`config.mk`:
```
export PLATFORM = sky130hd
export DESIGN_NAME = encoder_k3_viterbi_decoder
export DESIGN_NICKNAME = d
export VERILOG_FILES = /design/src/rtl/encoder_k3_viterbi_decoder.sv
export SDC_FILE = /design/constraint.sdc
export NUM_CORES = 1
export LEC_CHECK = 0
export CAP_MARGIN = 20
export CORE_MARGIN = 5
export CORE_UTILIZATION = 33
export DETAILED_ROUTE_END_ITERATION = 6
export SLEW_MARGIN = 20
export SYNTH_ARGS = -nofsm -noshare
export SYNTH_HDL_FRONTEND = slang
export SYNTH_SLANG_ARGS = --single-unit
```
`constraint.sdc`:
```
create_clock -name clk -period 26.8 [get_ports clk]
set_clock_uncertainty 0.1 [all_clocks]
set_input_delay 4.02 -clock clk [delete_from_list [all_inputs] [get_ports clk]]
set_output_delay 4.02 -clock clk [all_outputs]
set_load 0.05 [all_outputs]
```
`src/rtl/encoder_k3_viterbi_decoder.sv`:
```
// encoder_k3_viterbi_decoder: hard-decision register-exchange Viterbi decoder for the K=3 (7,5) code
// Ports: clk, rst (sync, active-high); in_valid/encoded_pair/frame_start carry one received symbol;
//        decoded_bit/decoded_valid emit one decoded bit per accepted symbol once TB_DEPTH-1 symbols are in.
module encoder_k3_viterbi_decoder #(
  parameter int TB_DEPTH = 16,
  parameter int PM_W = 6
) (
  input  logic       clk,
  input  logic       rst,
  input  logic       in_valid,
  input  logic [1:0] encoded_pair,
  input  logic       frame_start,
  output logic       decoded_bit,
  output logic       decoded_valid
);
  localparam int CW = $clog2(TB_DEPTH);
  localparam logic [CW-1:0] CMAX = CW'(TB_DEPTH - 1);
  logic [PM_W-1:0] pm_q [4];
  logic [PM_W-1:0] pm_b [4];
  logic [PM_W-1:0] pm_d [4];
  logic [TB_DEPTH-1:0] surv_q [4];
  logic [TB_DEPTH-1:0] surv_b [4];
  logic [TB_DEPTH-1:0] surv_d [4];
  logic [PM_W:0] cand [4];
  logic [PM_W:0] mn;
  logic [1:0] best;
  logic [CW-1:0] cnt_q, cnt_b, cnt_d;
  logic valid_d, bit_d;
  function automatic logic [1:0] bm(input logic [1:0] p, input logic u, input logic [1:0] r);
    logic [1:0] d;
    d = {u ^ p[1] ^ p[0], u ^ p[0]} ^ r;
    return {1'b0, d[1]} + {1'b0, d[0]};
  endfunction
  // Per next state {u,a}: predecessors {a,0} and {a,1}; _b values are the frame_start-reloaded view.
  for (genvar g = 0; g < 4; g++) begin : g_acs
    localparam logic U = (g >= 2);
    localparam logic [1:0] P0 = 2'((g % 2) * 2);
    localparam logic [1:0] P1 = P0 | 2'd1;
    logic [PM_W:0] c0, c1;
    logic sel;
    assign pm_b[g] = frame_start ? (g == 0 ? '0 : PM_W'(8)) : pm_q[g];
    assign surv_b[g] = frame_start ? '0 : surv_q[g];
    assign c0 = {1'b0, pm_b[P0]} + (PM_W+1)'(bm(P0, U, encoded_pair));
    assign c1 = {1'b0, pm_b[P1]} + (PM_W+1)'(bm(P1, U, encoded_pair));
    assign sel = c1 < c0;
    assign cand[g] = sel ? c1 : c0;
    assign surv_d[g] = ((sel ? surv_b[P1] : surv_b[P0]) << 1) | TB_DEPTH'(U);
    assign pm_d[g] = PM_W'(cand[g] - mn);
  end
  always_comb begin
    mn = cand[0];
    best = 2'd0;
    for (int s = 1; s < 4; s++)
      if (cand[s] < mn) begin
        mn = cand[s];
        best = 2'(s);
      end
    cnt_b = frame_start ? '0 : cnt_q;
    cnt_d = (cnt_b == CMAX) ? cnt_b : cnt_b + 1'b1;
    valid_d = cnt_b == CMAX;
    bit_d = valid_d ? surv_d[best][TB_DEPTH-1] : decoded_bit;
  end
  always_ff @(posedge clk) begin
    if (rst) begin
      for (int s = 0; s < 4; s++) begin
        pm_q[s] <= (s == 0) ? '0 : PM_W'(8);
        surv_q[s] <= '0;
      end
      cnt_q <= '0;
      decoded_valid <= 1'b0;
      decoded_bit <= 1'b0;
    end else if (in_valid) begin
      pm_q <= pm_d;
      surv_q <= surv_d;
      cnt_q <= cnt_d;
      decoded_valid <= valid_d;
      decoded_bit <= bit_d;
    end else begin
      decoded_valid <= 1'b0;
    end
  end
endmodule
```
After elaboration in Yosys (flattened, before gate mapping)
Index checks and enable logic that the tools add are counted.
{"block": "op_classes", "n_bitwise": 5, "n_addsub": 17, "eq_ne": 1, "muxes": 27, "reduce_logical": 2, "order_cmp": 8}
{"operator": "15-bit 2-to-1 mux", "count": 8}
{"operator": "6-bit by 2-bit adder with 7-bit output", "count": 8}
{"operator": "7-bit < comparator", "count": 7}
{"operator": "7-bit 2-to-1 mux", "count": 6}
{"operator": "16-bit binary-select mux with 2-bit select", "count": 1}
{"operator": "16-bit 2-to-1 mux", "count": 2}
{"operator": "6-bit 2-to-1 mux", "count": 5}
{"operator": "6-bit subtractor", "count": 4}
{"operator": "1-bit by 1-bit adder with 2-bit output", "count": 4}
{"operator": "4-bit 2-to-1 mux", "count": 2}
{"operator": "4-bit by 1-bit adder with 4-bit output (second input constant)", "count": 1}
{"operator": "4-bit == test (second input constant)", "count": 1}
{"operator": "2-bit 2-to-1 mux", "count": 2}
{"operator": "3-bit greater-or-equal comparator (second input constant)", "count": 1}
{"operator": "1-bit NOT", "count": 3}
{"operator": "2-bit NOT with 3-bit output", "count": 1}
{"operator": "2-bit NOT", "count": 1}
{"operator": "2-bit AND reduction", "count": 1}
{"operator": "2-bit OR reduction", "count": 1}
{"operator": "1-bit 2-to-1 mux", "count": 1}
{"block": "word_totals", "register_bits": 88, "word_cells": 71}

Logic depth before layout (Yosys ltp)
{"block": "logic_depth", "depth_word": 15, "ltp_mapped": 59}

Worst setup path after synthesis
Ideal clock, no wire load.
{"block": "synth_timing", "path_kind": "in2reg", "start": "in frame_start", "end": "reg pm_q[4] (netlist name)", "setup_slack_ns": 12.107, "n_path_buf": 13, "cell_stages": 55, "arrival_ns": 14.507, "setup_ns": 0.086, "cell_sequence": "buf_1 -> buf_1 -> clkbuf_1 -> clkbuf_1 -> clkbuf_1 -> nor2b_1 -> ha_1 -> ha_1 -> a21o_1 -> a31oi_1 -> ha_1 -> o21a_1 -> nor2_1 -> nor2_1 -> o2111ai_1 -> a32o_1 -> clkbuf_1 -> a21o_1 -> [... 19 more ...] -> ha_1 -> nand2_1 -> nor4_1 -> mux2i_1 -> o311a_1 -> buf_2 -> o31a_1 -> buf_2 -> clkbuf_1 -> a211oi_1 -> a21oi_1 -> ha_1 -> inv_1 -> ha_1 -> o32a_1 -> o22ai_1 -> xor2_1 -> a211oi_1"}
{"block": "synth_via", "elab_chain_cells": 11, "elab_cells_between_ends": 27, "cone_classes": "add/sub: 9; order compare: 7; mux: 11"}
{"element": "from (decl)", "line_no": "12", "rtl": "input logic frame_start,"}
{"element": "6-bit 2-to-1 mux", "line_no": "41", "rtl": "assign pm_b[g] = frame_start ? (g == 0 ? '0 : PM_W'(8)) : pm_q[g];"}
{"element": "6-bit by 2-bit adder with 7-bit output (on tied branches)", "line_no": "44, 43"}
{"element": "7-bit < comparator", "line_no": "45", "rtl": "assign sel = c1 < c0;"}
{"element": "7-bit 2-to-1 mux", "line_no": "46", "rtl": "assign cand[g] = sel ? c1 : c0;"}
{"element": "7-bit < comparator", "line_no": "54", "rtl": "if (cand[s] < mn) begin"}
{"element": "7-bit 2-to-1 mux", "line_no": "54"}
{"element": "7-bit < comparator", "line_no": "54"}
{"element": "7-bit 2-to-1 mux", "line_no": "54"}
{"element": "7-bit < comparator", "line_no": "54"}
{"element": "6-bit 2-to-1 mux", "line_no": "54"}
{"element": "6-bit subtractor (*)", "line_no": "48", "rtl": "assign pm_d[g] = PM_W'(cand[g] - mn);"}
{"element": "to (signal, indexed assignment)", "line_no": "66", "rtl": "pm_q[s] <= (s == 0) ? '0 : PM_W'(8);"}
{"element": "to (signal assigned)", "line_no": "73", "rtl": "pm_q <= pm_d;"}
{"element": "to (decl)", "line_no": "18", "rtl": "logic [PM_W-1:0] pm_q [4];"}
Mark *: on every way between the ends. The rest lies on a longest branch, timed or not.
A chain may end at the register's enable or synchronous reset.

Final worst setup path
Same ends and word-level chain as after synthesis.

==> key figures <==
Outcome
  – Status: finished, final reports clean

Placement
  – Port Buffers: 7
  – Pre-CTS setup slack: approximately 11 ns
  – Final Wtd Congestion: about 0.96
  – Placed wire-length estimate: about 16000 um

Yosys
  – Synth Instances: ~1100
  – Synth Warn #: 0
  – Cell variety after synth: 86
  – Post-synthesis register bit count: 84
  – Mapped Nets: roughly 1100
  – Leading area contributor after synthesis: dfxtp_1
  – Top-area cell type share of the netlist area: 0.216
  – Ranking of synthesized cells by area: dfxtp_1 (22%), ha_1 (9.0%), a21oi_1 (8.2%), nor2_1 (8.2%), mux2i_1 (7.0%)
  – Avg Cell Area, Syn: around 7.3 um2
  – Top FF cell, synth: dfxtp_1
  – Asr flop ratio synth: 0
  – Sequential cell area fraction in the yosys report: 0.216
  – Number of flops mapped to enable cells by yosys: 0
  – Count leader, synth: nor2_1
  – Post-Syn Area: 0.00777 mm2
  – Most frequent cells after synthesis: nor2_1 (169), a21oi_1 (128), nand2_1 (120)

Clocking
  – Setup Fix Bufs, Post-CTS: 0
  – TritonCTS Sinks: 84
  – # resized after CTS: 0
  – Root Buffer: clkbuf_16
  – Clock buffer depth: 2
  – CTS Buf Count: 9
  – CTS HTree Levels: 3
  – CTS tree: done
  – CTS hold repair buffers: 0
  – Reg clk slew, reported paths: about 0.070 ns
  – Worst skew pair latency: roughly 0.35 ns

STA
  – Worst Slack Setup Final: between 10 and 15 ns
  – Pin slew with the least headroom to its limit: about 1.0 ns
  – Final Hold Violating Endpoints: 0
  – RSZ-0062 raised after global routing: false
  – Setup TNS: 0 ns
  – Relative slew slack: 0.319
  – Tcrit/Tclk final: 0.580
  – Final setup violation count: 0
  – Fin. max-slew vios: 0
  – Minimum clock period: around 16 ns
  – Fmax: between 0.06 and 0.07 GHz

Critical path
  – Delay-heaviest family, CP: compound AO/OA/AOI/OAI gates
  – Worst setup SP type: input port
  – CP endpoint: pm_q[4]$_SDFFE_PP0P_
  – Critical path endpoint category: flip-flop
  – FF-to-FF Start: pm_q[13]$_SDFFE_PP0P_
  – Critical path's largest stage delay: a little under 0.9 ns
  – R2R setup slack: around 15 ns
  – Worst endpoint data arrival time: between 15 and 20 ns
  – Buffer and inverter count on the worst path: 5
  – Worst path slowest cell: a41oi_2
  – Crit Path Category: in -> reg
  – CP most frequent cell: ha_1
  – Instance count on the critical path: 45
  – Required @ worst endpoint: approximately 27 ns
  – Crit. Startpoint: frame_start
  – FF-to-FF path depth: 42
  – Critical R2R Capture: pm_q[4]$_SDFFE_PP0P_
  – Crit path max fanout: between 40 and 50

Flow run
  – Max-Cap Viols: 0

Route
  – Pre-antenna DRT Iters: 5
  – Detail Route Antenna Nets: 0
  – Vias after detailed routing: 7282
  – DRC: 0
  – Initial drt markers: between 500 and 600
  – Drt wl/cell: ~16 um
  – Final wirelength: approximately 22000 um
  – Vias/cell: between 5 and 6

Floorplan
  – Full die area: between 0.02 and 0.03 mm2
  – Core area: ~0.023 mm2
  – Die height: about 160 um
  – Initial Utilization: 0.333
  – Die W: around 160 um
  – Top Ports: 8
  – Rows: 56

GRT
  – GRT Util Overall: 0.162
  – Largest net degree at the start of global routing: between 60 and 70
  – Initial antenna violation count: 0
  – Grt ovf: 0
  – Vias in the first global route: between 6000 and 7000
  – First-pass GRT wire length: ~35000 um

Cells and area
  – Layout Nets: about 1100
  – Share of cells above drive strength 1: 0.0602
  – Layout area overhead: 6.84%

Hold path
  – Hold WC Path Type: reg -> reg
## tightest hold or removal path: stages, from the launching register on
cell and delay [ns]:
dfxtp_1 0.33, nor2_1 0.04, nor2_1 0.07
## layout make-up
| cell class | instances | area [um2] |
|---|---|---|
| fillers | 2498 | 15000 |
| inverters | 53 | 200 |
| repair buffers | 15 | 115 |
| clock inverters | 6 | 70.1 |
| well taps | 319 | 399 |
| multi-input cells | 862 | 5610 |
| diodes | 1 | 2.50 |
| clock buffers | 10 | 229 |
| flip-flops and latches | 84 | 1680 |
## cell usage in the layout, fill, tap and decap left out, types with 4 or more instances in the layout
cell,n
nor2_1,169
or3_1,9
nand2_1,120
ha_1,56
a21o_1,21
a211oi_1,17
o21ai_0,33
nand2b_1,10
o31ai_1,4
clkdlybuf4s50_1,4
a31oi_1,4
o22ai_1,6
o32a_1,4
inv_1,52
o21bai_1,4
nor3_1,11
xor2_1,12
nand3_1,17
nor2b_1,19
and2_1,5
o21a_1,7
xnor2_1,32
and3_1,7
a21boi_0,5
maj3_1,7
dfxtp_1,84
a21oi_2,4
a221oi_1,4
and3b_1,4
clkbuf_16,9
mux2i_1,54
mux2_2,6
a21oi_1,127
buf_4,8
## how the worst min path moves through the flow
| stage | start | to | slack (ns) | cells past startpoint |
|---|---|---|---|---|
| after global routing | pm_q[18]$_SDFFE_PP0P_ | pm_q[18]$_SDFFE_PP0P_ | 0.39 | 2 |
| after CTS | pm_q[18]$_SDFFE_PP0P_ | pm_q[18]$_SDFFE_PP0P_ | 0.37 | 2 |
| after global placement | surv_q[0]$_SDFFE_PP0P_ | surv_q[0]$_SDFFE_PP0P_ | 0.35 | 2 |
| after detailed placement | surv_q[0]$_SDFFE_PP0P_ | surv_q[0]$_SDFFE_PP0P_ | 0.36 | 2 |
| final | surv_q[0]$_SDFFE_PP0P_ | surv_q[0]$_SDFFE_PP0P_ | 0.37 | 2 |
| after floorplan | surv_q[0]$_SDFFE_PP0P_ | surv_q[0]$_SDFFE_PP0P_ | 0.34 | 2 |
## kinds of logic after synthesis
kind of cell | Yosys count | synth area share
flip-flops | 84 | 0.216
multiplexers | 62 | 0.0819
XOR/XNOR | 44 | 0.0496
AND/OR/NAND/NOR | 390 | 0.224
AO/OA/AOI/OAI | 298 | 0.257
adder cells (fa/ha/maj) | 68 | 0.109
buffers and inverters | 117 | 0.0628
## through the flow
| step | instance area (um2) | util | hold slack [ns] | instances |
|---|---|---|---|---|
| final | 8310 | 0.356 | 0.366 | 1350 |
| after global routing | 8300 | 0.356 | 0.392 | 1349 |
| after CTS | 8300 | 0.356 | 0.374 | 1349 |
| after detailed placement | 8000 | 0.343 | 0.360 | 1333 |
| after global placement | 8000 | 0.343 | 0.348 | 1333 |
| after floorplan | 7770 | - | 0.335 | 1063 |
## flip-flops by register name (all words and copies together) (netlist names)
name           cells
pm_q              24
decoded_valid      1
cnt_q              4
decoded_bit        1
surv_q            54
## layer usage
metal	GRT usage	share of wire	vias up
met1	0.226	0.49	3399
met4	0.0564	0.025	0
met5	0	0	-
met2	0.256	0.45	187
li1	-	-	3664
met3	0.0245	0.043	32
Power is not shown: default switching activity piles up to over one toggle a cycle in this logic, so the estimate is an artifact.
